===== src/rtl/alu_pkg.sv =====
// -----------------------------------------------------------------------------
// alu_pkg
// Shared definitions for the sequential ALU: opcode values, FSM state
// encoding and small opcode-classification helpers.
// -----------------------------------------------------------------------------
package alu_pkg;

    localparam int OP_W = 4;

    localparam logic [OP_W-1:0] OP_ADD  = 4'd0;
    localparam logic [OP_W-1:0] OP_SUB  = 4'd1;
    localparam logic [OP_W-1:0] OP_AND  = 4'd2;
    localparam logic [OP_W-1:0] OP_OR   = 4'd3;
    localparam logic [OP_W-1:0] OP_SLTU = 4'd4;
    localparam logic [OP_W-1:0] OP_SLT  = 4'd5;
    localparam logic [OP_W-1:0] OP_XOR  = 4'd6;
    localparam logic [OP_W-1:0] OP_SLL  = 4'd7;
    localparam logic [OP_W-1:0] OP_SRL  = 4'd8;
    localparam logic [OP_W-1:0] OP_SRA  = 4'd9;
    localparam logic [OP_W-1:0] OP_MUL  = 4'd10;
    localparam logic [OP_W-1:0] OP_DIVU = 4'd11;
    localparam logic [OP_W-1:0] OP_REMU = 4'd12;

    typedef enum logic [1:0] {
        ST_IDLE = 2'd0,
        ST_BUSY = 2'd1,
        ST_DONE = 2'd2
    } state_t;

    // Ops that run on the iterative multiply/divide unit.
    function automatic logic is_iter_op(input logic [OP_W-1:0] op);
        return (op == OP_MUL) || (op == OP_DIVU) || (op == OP_REMU);
    endfunction

    function automatic logic is_div_op(input logic [OP_W-1:0] op);
        return (op == OP_DIVU) || (op == OP_REMU);
    endfunction

endpackage


===== src/rtl/alu_muldiv_iter.sv =====
// -----------------------------------------------------------------------------
// alu_muldiv_iter
// Iterative unsigned shift-add multiplier and restoring divider, one
// iteration per clock, WIDTH iterations per operation.
//
// Ports:
//   clk, rst_n  clock / asynchronous active-low reset
//   start       load operands and begin an operation
//   is_div      1 = divide (a / b), 0 = multiply (a * b); sampled on start
//   a, b        operands, sampled on start
//   busy        an operation is in progress
//   done        the final iteration is being computed this cycle; quotient
//               and remainder show the finished values and are valid only
//               while done is high
//   quotient    quotient (divide) or low WIDTH bits of product (multiply)
//   remainder   remainder (divide)
// -----------------------------------------------------------------------------
module alu_muldiv_iter
    import alu_pkg::*;
#(
    parameter int WIDTH = 16
) (
    input  logic             clk,
    input  logic             rst_n,
    input  logic             start,
    input  logic             is_div,
    input  logic [WIDTH-1:0] a,
    input  logic [WIDTH-1:0] b,
    output logic             busy,
    output logic             done,
    output logic [WIDTH-1:0] quotient,
    output logic [WIDTH-1:0] remainder
);

    localparam int CW = $clog2(WIDTH + 1);

    logic             active;
    logic             div_mode;
    logic [CW-1:0]    cnt;
    // acc: product accumulator (MUL) / partial remainder (DIV)
    // q:   multiplier shifting right (MUL) / dividend becoming quotient (DIV)
    // d:   multiplicand shifting left (MUL) / divisor (DIV)
    logic [WIDTH-1:0] acc, q, d;
    logic [WIDTH-1:0] acc_nxt, q_nxt, d_nxt;
    logic [WIDTH:0]   shifted, trial;

    // One iteration of the selected algorithm.
    // NOTE: every always_comb output gets a default first so no path leaves
    // it unassigned; otherwise synthesis infers a latch.
    always_comb begin
        acc_nxt = acc;
        q_nxt   = q;
        d_nxt   = d;
        shifted = '0;
        trial   = '0;
        if (div_mode) begin
            // Shift the next dividend bit into the partial remainder and try
            // subtracting the divisor; restore when it goes negative.
            shifted = {acc, q[WIDTH-1]};
            trial   = shifted - {1'b0, d};
            if (!trial[WIDTH]) begin
                acc_nxt = trial[WIDTH-1:0];
                q_nxt   = {q[WIDTH-2:0], 1'b1};
            end else begin
                // shifted < d here, so its top bit is always clear
                acc_nxt = shifted[WIDTH-1:0];
                q_nxt   = {q[WIDTH-2:0], 1'b0};
            end
        end else begin
            if (q[0]) begin
                acc_nxt = acc + d;
            end
            q_nxt = q >> 1;
            d_nxt = d << 1;
        end
    end

    // NOTE: sequential state uses non-blocking assignments only, so every
    // register samples the pre-edge values and simulation matches hardware.
    always_ff @(posedge clk or negedge rst_n) begin
        if (!rst_n) begin
            active   <= 1'b0;
            div_mode <= 1'b0;
            cnt      <= '0;
            acc      <= '0;
            q        <= '0;
            d        <= '0;
        end else if (start) begin
            active   <= 1'b1;
            div_mode <= is_div;
            cnt      <= CW'(WIDTH);
            acc      <= '0;
            q        <= a;
            d        <= b;
        end else if (active) begin
            acc <= acc_nxt;
            q   <= q_nxt;
            d   <= d_nxt;
            cnt <= cnt - CW'(1);
            if (cnt == CW'(1)) begin
                active <= 1'b0;
            end
        end
    end

    assign busy      = active;
    assign done      = active && (cnt == CW'(1));
    // Outputs expose the post-iteration values so the consumer can register
    // the finished result on the same edge as the last iteration.
    assign quotient  = div_mode ? q_nxt : acc_nxt;
    assign remainder = acc_nxt;

endmodule


===== src/rtl/seq_alu.sv =====
// -----------------------------------------------------------------------------
// seq_alu
// Handshaked ALU with registered result and status flags. Single-cycle ops
// complete in one cycle; MUL/DIVU/REMU run on an iterative unit and hold
// off new requests through in_ready while busy.
//
// Ports:
//   clk, rst_n          clock / asynchronous active-low reset
//   in_valid, in_ready  request handshake; op, a, b captured on acceptance
//   op, a, b            operation code and operands
//   out_valid,out_ready result handshake; result/flags held while stalled
//   result              registered result
//   zero, neg           result == 0, result[WIDTH-1]
//   carry, ovf          ADD carry / SUB borrow and signed overflow
//   dz                  divide by zero (DIVU/REMU with b == 0)
// -----------------------------------------------------------------------------
module seq_alu
    import alu_pkg::*;
#(
    parameter int WIDTH = 16,
    parameter int SHW   = $clog2(WIDTH)
) (
    input  logic             clk,
    input  logic             rst_n,
    input  logic             in_valid,
    output logic             in_ready,
    input  logic [OP_W-1:0]  op,
    input  logic [WIDTH-1:0] a,
    input  logic [WIDTH-1:0] b,
    output logic             out_valid,
    input  logic             out_ready,
    output logic [WIDTH-1:0] result,
    output logic             zero,
    output logic             carry,
    output logic             ovf,
    output logic             neg,
    output logic             dz
);

    state_t state, state_nxt;

    logic             accept;
    logic             div_by_zero;
    logic             long_op;
    logic [SHW-1:0]   shamt;
    logic [WIDTH:0]   sum, diff;
    logic             add_ovf, sub_ovf;

    logic [WIDTH-1:0] sc_res;
    logic             sc_carry, sc_ovf, sc_dz;

    logic             md_start, md_busy, md_done;
    logic [WIDTH-1:0] md_quo, md_rem, md_res;
    logic             want_rem;

    logic             ld_sc, ld_md;
    logic             ld_en;
    logic [WIDTH-1:0] nxt_res;
    logic             nxt_carry, nxt_ovf, nxt_dz;

    assign accept      = in_valid && in_ready;
    assign shamt       = b[SHW-1:0];
    assign div_by_zero = is_div_op(op) && (b == '0);
    assign long_op     = is_iter_op(op) && !div_by_zero;

    assign sum  = {1'b0, a} + {1'b0, b};
    assign diff = {1'b0, a} - {1'b0, b};
    // Overflow: operands agree (ADD) / differ (SUB) in sign and the result
    // sign differs from a.
    assign add_ovf = (a[WIDTH-1] == b[WIDTH-1]) && (sum[WIDTH-1]  != a[WIDTH-1]);
    assign sub_ovf = (a[WIDTH-1] != b[WIDTH-1]) && (diff[WIDTH-1] != a[WIDTH-1]);

    // Single-cycle datapath, also producing the divide-by-zero results.
    always_comb begin
        sc_res   = sum[WIDTH-1:0];
        sc_carry = 1'b0;
        sc_ovf   = 1'b0;
        sc_dz    = 1'b0;
        case (op)
            OP_SUB: begin
                sc_res   = diff[WIDTH-1:0];
                sc_carry = diff[WIDTH];
                sc_ovf   = sub_ovf;
            end
            OP_AND:  sc_res = a & b;
            OP_OR:   sc_res = a | b;
            // Unsigned a < b is exactly the subtract borrow.
            OP_SLTU: sc_res = WIDTH'(diff[WIDTH]);
            OP_SLT:  sc_res = WIDTH'($signed(a) < $signed(b));
            OP_XOR:  sc_res = a ^ b;
            OP_SLL:  sc_res = a << shamt;
            OP_SRL:  sc_res = a >> shamt;
            OP_SRA:  sc_res = $unsigned($signed(a) >>> shamt);
            OP_MUL:  sc_res = '0;
            OP_DIVU: begin
                sc_res = '1;
                sc_dz  = 1'b1;
            end
            OP_REMU: begin
                sc_res = a;
                sc_dz  = 1'b1;
            end
            default: begin
                // ADD and the unassigned opcodes 13-15
                sc_res   = sum[WIDTH-1:0];
                sc_carry = sum[WIDTH];
                sc_ovf   = add_ovf;
            end
        endcase
    end

    alu_muldiv_iter #(
        .WIDTH (WIDTH)
    ) u_muldiv (
        .clk       (clk),
        .rst_n     (rst_n),
        .start     (md_start),
        .is_div    (is_div_op(op)),
        .a         (a),
        .b         (b),
        .busy      (md_busy),
        .done      (md_done),
        .quotient  (md_quo),
        .remainder (md_rem)
    );

    assign md_res = want_rem ? md_rem : md_quo;

    // FSM next state and load strobes.
    always_comb begin
        state_nxt = state;
        ld_sc     = 1'b0;
        ld_md     = 1'b0;
        md_start  = 1'b0;
        unique case (state)
            ST_IDLE: begin
                if (accept) begin
                    if (long_op) begin
                        state_nxt = ST_BUSY;
                        md_start  = 1'b1;
                    end else begin
                        state_nxt = ST_DONE;
                        ld_sc     = 1'b1;
                    end
                end
            end
            ST_BUSY: begin
                if (md_done) begin
                    state_nxt = ST_DONE;
                    ld_md     = 1'b1;
                end
            end
            ST_DONE: begin
                if (out_ready) begin
                    if (accept) begin
                        // Back-to-back: same routing as from IDLE.
                        if (long_op) begin
                            state_nxt = ST_BUSY;
                            md_start  = 1'b1;
                        end else begin
                            state_nxt = ST_DONE;
                            ld_sc     = 1'b1;
                        end
                    end else begin
                        state_nxt = ST_IDLE;
                    end
                end
            end
            default: state_nxt = ST_IDLE;
        endcase
    end

    // Result/flag source for the next load.
    always_comb begin
        ld_en     = ld_sc || ld_md;
        nxt_res   = sc_res;
        nxt_carry = sc_carry;
        nxt_ovf   = sc_ovf;
        nxt_dz    = sc_dz;
        if (ld_md) begin
            nxt_res   = md_res;
            nxt_carry = 1'b0;
            nxt_ovf   = 1'b0;
            nxt_dz    = 1'b0;
        end
    end

    always_ff @(posedge clk or negedge rst_n) begin
        if (!rst_n) begin
            state    <= ST_IDLE;
            want_rem <= 1'b0;
            result   <= '0;
            zero     <= 1'b0;
            carry    <= 1'b0;
            ovf      <= 1'b0;
            neg      <= 1'b0;
            dz       <= 1'b0;
        end else begin
            state <= state_nxt;
            if (md_start) begin
                want_rem <= (op == OP_REMU);
            end
            if (ld_en) begin
                result <= nxt_res;
                zero   <= (nxt_res == '0);
                carry  <= nxt_carry;
                ovf    <= nxt_ovf;
                neg    <= nxt_res[WIDTH-1];
                dz     <= nxt_dz;
            end
        end
    end

    // The iterator is idle in IDLE/DONE; gating on it keeps a new operation
    // from ever being started on top of one still in flight.
    assign in_ready  = !md_busy &&
                       ((state == ST_IDLE) || ((state == ST_DONE) && out_ready));
    assign out_valid = (state == ST_DONE);

endmodule


===== config.mk =====
export PLATFORM = sky130hd
export DESIGN_NAME = seq_alu
export DESIGN_NICKNAME = d
export VERILOG_FILES = /design/src/rtl/alu_pkg.sv /design/src/rtl/alu_muldiv_iter.sv /design/src/rtl/seq_alu.sv
export SDC_FILE = /design/constraint.sdc
export NUM_CORES = 1
export LEC_CHECK = 0
export ABC_CLOCK_PERIOD_IN_PS = 4300
export BUFFER_PORTS_ARGS = -buffer_cell sky130_fd_sc_hd__buf_2
export CAP_MARGIN = 20
export CORE_MARGIN = 2
export CORE_UTILIZATION = 57
export DETAILED_ROUTE_END_ITERATION = 8
export PLACE_DENSITY = 0.76
export SKIP_LAST_GASP = 1
export SLEW_MARGIN = 5
export SYNTH_ARGS = -nofsm -noshare
export SYNTH_HDL_FRONTEND = slang
export SYNTH_SLANG_ARGS = --single-unit

===== constraint.sdc =====
create_clock -name clk -period 4.3 [get_ports clk]
set_input_delay 0.43 -clock clk [delete_from_list [all_inputs] [get_ports clk]]
set_output_delay 0.43 -clock clk [all_outputs]
set_load 0.01 [all_outputs]

==> results of run 1 <==
==> critical path: cells and delay by family (launching register included) <==
family | cells | cell delay, ns
AO/OA/AOI/OAI | 7 | 1.71
AND/OR/NAND/NOR | 2 | 0.79
adder cells (fa/ha/maj) | 2 | 0.59
buffers and inverters | 2 | 0.16
flip-flops | 1 | 0.40
multiplexers | 1 | 0.28
==> layout by cell type, fill, tap and decap left out, types with 13 or more instances in the layout <==
| cell | Yosys | final |
|---|---|---|
| sky130_fd_sc_hd__a21o_1 | 16 | 16 |
| sky130_fd_sc_hd__ha_1 | 82 | 82 |
| sky130_fd_sc_hd__nor3_1 | 24 | 24 |
| sky130_fd_sc_hd__nand2b_1 | 22 | 22 |
| sky130_fd_sc_hd__xnor2_1 | 20 | 20 |
| sky130_fd_sc_hd__o211ai_1 | 22 | 22 |
| sky130_fd_sc_hd__inv_1 | 79 | 79 |
| sky130_fd_sc_hd__nor2b_1 | 22 | 22 |
| sky130_fd_sc_hd__nor2_1 | 113 | 112 |
| sky130_fd_sc_hd__o31ai_1 | 13 | 13 |
| sky130_fd_sc_hd__nand2_1 | 130 | 130 |
| sky130_fd_sc_hd__a211oi_1 | 31 | 31 |
| sky130_fd_sc_hd__buf_4 | 2 | 38 |
| sky130_fd_sc_hd__a22oi_1 | 23 | 23 |
| sky130_fd_sc_hd__mux2_2 | 18 | 18 |
| sky130_fd_sc_hd__buf_2 | 18 | 61 |
| sky130_fd_sc_hd__a21oi_1 | 100 | 100 |
| sky130_fd_sc_hd__nand3_1 | 27 | 27 |
| sky130_fd_sc_hd__o21ai_0 | 96 | 96 |
| sky130_fd_sc_hd__o22ai_1 | 19 | 19 |
| sky130_fd_sc_hd__a31oi_1 | 20 | 20 |
| sky130_fd_sc_hd__mux2i_1 | 48 | 48 |
| sky130_fd_sc_hd__dfrtp_1 | 78 | 78 |
==> state kept, by name (all words and copies together) (netlist names) <==
name / flops
carry: 1
dz: 1
ovf: 1
result: 16
state: 2
u_muldiv.acc: 16
u_muldiv.busy: 1
u_muldiv.cnt: 5
u_muldiv.d: 16
u_muldiv.div_mode: 1
u_muldiv.q: 16
want_rem: 1
zero: 1
==> power breakdown <==
part / total [mW] / switching, mW / internal (mW)
Combinational: 4.40 / 2.75 / 1.65
Sequential: 1.42 / 0.378 / 1.04
Clock: 0.837 / 0.329 / 0.508
Total: 6.65 / 3.46 / 3.19
==> cell type report <==
type / count / share of cell area [%]
Clock buffer: 10 / 2.08
Clock inverter: 6 / 0.763
Inverter: 84 / 2.87
Multi-Input combinational cell: 1080 / 68.4
Sequential cell: 78 / 17.8
Tap cell: 225 / 2.56
Timing Repair Buffer: 100 / 5.56
==> routing by layer <==
layer / track usage (%) / vias up
met1: 52.2 / 5278
met4: 26.1 / 0
met2: 66.9 / 730
met5: 0 / -
met3: 7.28 / 171
li1: - / 5028
==> synthesized netlist by cell type (6+ instances only) <==
library cell / number
sky130_fd_sc_hd__a211oi_1: 31
sky130_fd_sc_hd__a21o_1: 16
sky130_fd_sc_hd__a21oi_1: 100
sky130_fd_sc_hd__a221o_1: 12
sky130_fd_sc_hd__a22oi_1: 23
sky130_fd_sc_hd__a311oi_1: 6
sky130_fd_sc_hd__a31oi_1: 20
sky130_fd_sc_hd__a32oi_1: 6
sky130_fd_sc_hd__and2_1: 10
sky130_fd_sc_hd__and3_1: 8
sky130_fd_sc_hd__buf_1: 7
sky130_fd_sc_hd__buf_2: 18
sky130_fd_sc_hd__clkbuf_1: 70
sky130_fd_sc_hd__dfrtp_1: 78
sky130_fd_sc_hd__ha_1: 82
sky130_fd_sc_hd__inv_1: 79
sky130_fd_sc_hd__mux2_2: 18
sky130_fd_sc_hd__mux2i_1: 48
sky130_fd_sc_hd__mux4_2: 10
sky130_fd_sc_hd__nand2_1: 130
sky130_fd_sc_hd__nand2b_1: 22
sky130_fd_sc_hd__nand3_1: 27
sky130_fd_sc_hd__nand4_1: 8
sky130_fd_sc_hd__nor2_1: 113
sky130_fd_sc_hd__nor2b_1: 22
sky130_fd_sc_hd__nor3_1: 24
sky130_fd_sc_hd__nor4_1: 12
sky130_fd_sc_hd__o211ai_1: 22
sky130_fd_sc_hd__o21a_1: 11
sky130_fd_sc_hd__o21ai_0: 96
sky130_fd_sc_hd__o21ai_1: 9
sky130_fd_sc_hd__o221ai_1: 12
sky130_fd_sc_hd__o22ai_1: 19
sky130_fd_sc_hd__o31ai_1: 13
sky130_fd_sc_hd__o32ai_1: 6
sky130_fd_sc_hd__or3_1: 12
sky130_fd_sc_hd__xnor2_1: 20
sky130_fd_sc_hd__xor2_1: 9
==> stage by stage <==
step           cell area, um^2  worst slack [ns]  instances  hold slack (ns)  util [%]
2_1_floorplan            10200             0.734       1340            0.134         -
3_3_place_gp             10700             0.467       1566            0.457      61.4
3_5_place_dp             10700             0.362       1567            0.475      61.5
4_1_cts                  11000             0.315       1583            0.151      63.3
5_1_grt                  11000            0.0777       1583            0.174      63.3
6_report                 11000             0.253       1583            0.125      63.3
==> timing repair <==
| item | CTS | global route |
|---|---|---|
| buffers inserted | 0 | 0 |
| resized for setup | 0 | 1 |
| endpoints found under the setup margin | 0 | 1 |
==> cell families (layout without fill, tap and decap cells) <==
kind of cell | count (synthesis) | after routing | share of synthesized area (%)
compound gates | 478 | 478 | 32.1
xor+xnor | 29 | 29 | 2.50
fa+ha+maj | 86 | 86 | 10.9
buf+inv | 182 | 200 | 7.08
flops | 78 | 78 | 19.2
mux | 78 | 78 | 9.15
simple gates | 409 | 409 | 19.2
==> worst min-delay path by stage <==
stage                     slack [ns]  depth (start not counted)             end
after global placement          0.46                          2       result[3]
after CTS                       0.15                          1  u_muldiv.q[13]
after global routing            0.17                          1   u_muldiv.d[2]
after detailed placement        0.48                          2       result[6]
after floorplan                 0.13                          0           carry
final                           0.12                          1  u_muldiv.q[13]
==> metrics, run 1 <==
antenna-violating nets left 0; full die area 18900 um^2; number of endpoints failing setup at the final stage 0; power density relative to cell area 606 nW/um^2; worst skew pair latency 0.35 ns; total grt overflow 0; final hold violation count 0; P&R area growth vs syn 7.98%; cell type contributing the most total cell area after synthesis sky130_fd_sc_hd__dfrtp_1; Die Width 138 um; TritonRoute pass-1 iters 6; count of unresolved DRC violations after routing 0; FILL cells 1578; cell count after synthesis 1340; fin nets 1479; Root Driver sky130_fd_sc_hd__clkbuf_16; worst clock skew 0.0113 ns; post-synthesis async set-or-reset flop share 100%; Pins Over Slew Limit 0; count of input and output buffers 62; total power after layout 6.65 mW; clk slew on worst S/H paths 0.06 ns; number of global-route vias before repair 10562; crit start category flip-flop; Clock Path Buffers 2; met2 WL post-DR 17900 um; ratio of cells with drive above 1 in the final layout 13.1%; count of max-cap constraint violations 0; number of antenna violations at the first check in global routing 0; portion of the post-synthesis area used by sequential elements 19.2%; critical path's slowest cell sky130_fd_sc_hd__or4b_1; number of buffers inserted during clock tree synthesis 9; HPWL after detailed placement 29600 um; cell row count 48; final wirelength 39300 um; die outline height 138 um; violation count after the first detailed-routing iteration 1254; I/O pin count 63; routed length per placed instance 24.8 um; GRT Resource Usage Total 41.8%; minimum setup slack among reg-to-reg paths 0.25 ns; placeable core area 17400 um^2; clock tree from TritonCTS built; antenna diode count 0; Critical Path AT 4.30 ns; crit path cell chain inv_1 -> ha_1 -> inv_1 -> fa_1 -> a211oi_2 -> o21ai_2 -> o211a_1 -> o21a_1 -> nor2_2 -> o31ai_1 -> mux2_2 -> o211ai_1 -> or4b_1 -> o31ai_2; Lkg Pwr 4.69 nW; Req. time, crit path 4.56 ns; htree depth 3; amount of wire on met3 after detailed routing 3720 um; worst rel slew slack 33.2%; largest fanout of any net on the critical path 10; area occupied by multi-input gates 7520 um^2; Placer Congestion 1.05; first-pass GRT wire length 60200 um; area share of the leading cell type in the synthesized netlist 19.2%; Synth Warn # 0; number of flops mapped to enable cells by yosys 0; Min Clock Period, post-route 4.05 ns; worst supply voltage drop on vdd 0.000469 V; commonest register cell after synthesis sky130_fd_sc_hd__dfrtp_1; number of different library cells in the post-synthesis netlist 92; Hold Path Class in -> async; post-route met1 wirelength 14900 um; register area 1950 um^2; setup repair after global routing missed its margin false; via count 11207; highest signal layer in the routed design met4; Synth Register Bits 78; effective utilization at floorplan 58.6%; total number of clock tree sinks 78; synth top area cells sky130_fd_sc_hd__dfrtp_1 (19%), sky130_fd_sc_hd__ha_1 (10%), sky130_fd_sc_hd__a21oi_1 (4.9%); CP Capture Point zero; critical path startpoint u_muldiv.q[15]; critical setup path kind reg -> reg; number of hold buffers added after cts 0; Worst path most repeated cell sky130_fd_sc_hd__inv_1; syn_area_per_cell 7.59 um^2; Tcrit/Tclk final 94.1%; post-synthesis instance area 10200 um^2; endpoint type of the worst setup path flip-flop; largest net degree at the start of global routing 48; endpoint of the most critical register-to-register path zero; reg-to-reg critical path startpoint u_muldiv.q[15]; ratio of routed vias to standard cells 7.08; outcome finished clean; setup TNS 0 ns; Tightest Pin Transition 1.00 ns; biggest cell delay along the critical path 0.51 ns; worst-case reg-to-reg path depth 14; Mapped Nets 1466; peak clock frequency supported by timing 247 MHz
Note: power is estimated with default switching activity, not from simulation.
==> run 2, diff against run 1 <==
- ABC_AREA: unset -> 1
- PLACE_DENSITY: 0.76 -> 0.75
==> metrics, run 2 <==
outcome finished clean; count of input and output buffers 62; number of antenna violations at the first check in global routing 0; P&R area growth vs syn 6.57%; crit start category input port; setup TNS 0 ns; Clock Path Buffers 2; share of synthesized area spent on multiplexers 0.286%; cell type contributing the most total cell area after synthesis sky130_fd_sc_hd__nand2_1; post-CTS setup buffer count 0; number of different library cells in the post-synthesis netlist 58; fin nets 1914; cell row count 49; routed length per placed instance 20.3 um; total grt overflow 0; post-synthesis xor/xnor area fraction 0.918%; Hold Path Class in -> async; Critical Path AT 3.31 ns; via count 12585; ratio of routed vias to standard cells 6.22; first-pass GRT wire length 64300 um; count of cells resized by post-cts repair 0; clk slew on worst S/H paths 0.06 ns; count of max-cap constraint violations 0; largest fanout of any net on the critical path 40; final wirelength 41100 um; area share of fa/ha/maj cells after synthesis 10.5%; antenna-violating nets left 0; largest net degree at the start of global routing 47; top cells by count, synth sky130_fd_sc_hd__nand2_1 (547), sky130_fd_sc_hd__inv_1 (197), sky130_fd_sc_hd__nand3_1 (178); post-synthesis async set-or-reset flop share 100%; placement-stage worst setup slack 0.954 ns; number of buffers inserted during clock tree synthesis 9; power share of the sequential group 20.1%; top-count cell post-synth sky130_fd_sc_hd__nand2_1; total net switching power 3.91 mW; worst skew pair latency 0.36 ns; violation count after the first detailed-routing iteration 1483; final worst setup slack 1.28 ns; cell count after synthesis 1770; Req. time, crit path 4.59 ns; worst supply voltage drop on vdd 0.000622 V; number of global-route vias before repair 11958; Pins Over Slew Limit 0; Synth Warn # 0; post-synthesis instance area 10500 um^2; design internal power 3.08 mW; htree depth 3; Mapped Nets 1896; area share of the leading cell type in the synthesized netlist 19.6%; number of hold buffers added after cts 0; Tightest Pin Transition 0.992 ns; effective utilization at floorplan 58.2%; relative contribution of the clock network to total power 11.7%; Root Driver sky130_fd_sc_hd__clkbuf_16; switching share of power 56.0%; Lkg Pwr 5.82 nW; final hold violation count 0; commonest register cell after synthesis sky130_fd_sc_hd__dfrtp_1; GRT Resource Usage Total 41.7%; most common cell after layout, fill and taps aside sky130_fd_sc_hd__nand2_1; die outline height 140 um; power density relative to cell area 625 nW/um^2; I/O pin count 63; number of flops mapped to enable cells by yosys 0; worst clock skew 0.0114 ns; Post-Route Hold Slack 0.0736 ns; total number of clock tree sinks 78; count of unresolved DRC violations after routing 0; critical setup path kind in -> reg; syn_area_per_cell 5.93 um^2; number of endpoints failing setup at the final stage 0; ratio of cells with drive above 1 in the final layout 8.31%; most used cells in the layout excluding fill and tap cells sky130_fd_sc_hd__nand2_1 (547), sky130_fd_sc_hd__inv_1 (197), sky130_fd_sc_hd__nand3_1 (178); portion of the post-synthesis area used by sequential elements 18.6%; placeable core area 18000 um^2; complex-gate fraction of the synthesized area 20.6%; FILL cells 1876; clock tree from TritonCTS built; worst rel slew slack 33.8%; Die Width 140 um; peak clock frequency supported by timing 331 MHz; Synth Register Bits 78; Placer Congestion 1.09; endpoint type of the worst setup path flip-flop; main combinational cell family by area after synthesis simple AND/OR/NAND/NOR gates; Tcrit/Tclk final 70.2%; setup repair after global routing missed its margin false; antenna diode count 0; area fraction in and, or, nand and nor cells after synthesis 38.1%; synth top area cells sky130_fd_sc_hd__nand2_1 (20%), sky130_fd_sc_hd__dfrtp_1 (19%), sky130_fd_sc_hd__ha_1 (9.8%); TritonRoute pass-1 iters 8; full die area 19500 um^2; proportion of power drawn by combinational gates 68.2%; Min Clock Period, post-route 3.02 ns; HPWL after detailed placement 33100 um
## run 2: changes by cell type after synthesis, moves of 18 or more
cell                       previous run  this run
sky130_fd_sc_hd__nand2_1            130       547
sky130_fd_sc_hd__nand3_1             27       178
sky130_fd_sc_hd__inv_1               79       197
sky130_fd_sc_hd__mux2i_1             48         3
sky130_fd_sc_hd__clkbuf_1            70        30
sky130_fd_sc_hd__a211oi_1            31         2
sky130_fd_sc_hd__nor2_1             113       138
sky130_fd_sc_hd__nand2b_1            22         0
sky130_fd_sc_hd__nor2b_1             22         0
sky130_fd_sc_hd__a22oi_1             23         3
sky130_fd_sc_hd__o21ai_0             96       116
sky130_fd_sc_hd__mux2_2              18         0
## run 2: layout make-up
| class | count | area (um^2) | share of cell area [%] |
|---|---|---|---|
| Multi-Input combinational cell | 1404 | 7390 | 66.1 |
| Sequential cell | 78 | 1950 | 17.4 |
| Clock inverter | 7 | 78.8 | 0.705 |
| Tap cell | 229 | 287 | 2.56 |
| Inverter | 218 | 818 | 7.32 |
| Clock buffer | 9 | 225 | 2.01 |
| Timing Repair Buffer | 77 | 433 | 3.87 |
## run 2: final timing paths
| check | from | to | slack, ns | depth (start not counted) |
|---|---|---|---|---|
| worst max-delay path | b[1] | zero | 1.28 | 17 |
| worst min-delay path | rst_n | u_muldiv.acc[4] | 0.07 | 1 |
| worst max register to register | u_muldiv.q[15] | zero | 1.33 | 22 |
| worst min register to register | u_muldiv.cnt[1] | u_muldiv.cnt[1] | 0.49 | 2 |
| max in group asynchronous | rst_n | result[15] | 3.30 | 2 |
| min in group clk | out_ready | state[1] | 0.26 | 2 |
## run 2: power groups by stage
stage	Combinational, mW	Sequential (mW)	Clock (mW)
after detailed placement	4.61	1.40	0
after CTS	4.64	1.39	0.810
after global routing	5.30	1.44	0.833
after floorplan	3.54	1.29	0
final	4.77	1.41	0.814
after global placement	4.53	1.39	0
## run 2: per-stage QoR
step	util [%]	cell area (um^2)	power [mW]	std cells
3_3_place_gp	60.3	10900	5.92	2005
2_1_floorplan	-	10500	4.83	1770
5_1_grt	62.1	11200	7.57	2022
6_report	62.1	11200	6.99	2022
4_1_cts	62.0	11200	6.84	2021
3_5_place_dp	60.3	10900	6.01	2005
## run 2: critical path: stages
cell                      delay [ns]
sky130_fd_sc_hd__buf_2          0.43
sky130_fd_sc_hd__inv_2          0.44
sky130_fd_sc_hd__ha_1           0.47
sky130_fd_sc_hd__inv_1          0.07
sky130_fd_sc_hd__nand3_1        0.07
sky130_fd_sc_hd__nand3_1        0.15
sky130_fd_sc_hd__nand3_1        0.14
sky130_fd_sc_hd__nand3_1        0.13
sky130_fd_sc_hd__a21oi_1        0.25
sky130_fd_sc_hd__inv_1          0.09
sky130_fd_sc_hd__nand2_1        0.07
sky130_fd_sc_hd__nand4_1        0.08
sky130_fd_sc_hd__nand2_1        0.11
sky130_fd_sc_hd__nand2_1        0.07
sky130_fd_sc_hd__nor3_2         0.17
sky130_fd_sc_hd__nand2_1        0.07
sky130_fd_sc_hd__nand2_1        0.05
## run 2: logic make-up (layout without fill, tap and decap cells)
| logic type | Yosys count | in the layout |
|---|---|---|
| compound gates | 366 | 366 |
| simple gates | 938 | 938 |
| mux | 3 | 3 |
| buf+inv | 288 | 311 |
| fa+ha+maj | 86 | 86 |
| xor+xnor | 11 | 11 |
| flops | 78 | 78 |
## run 2: routing by layer
metal  wire length, um  track usage, %
met5                 0               0
met4              2440            22.3
met3              3380            6.33
met2             19100            71.0
met1             16200            50.7
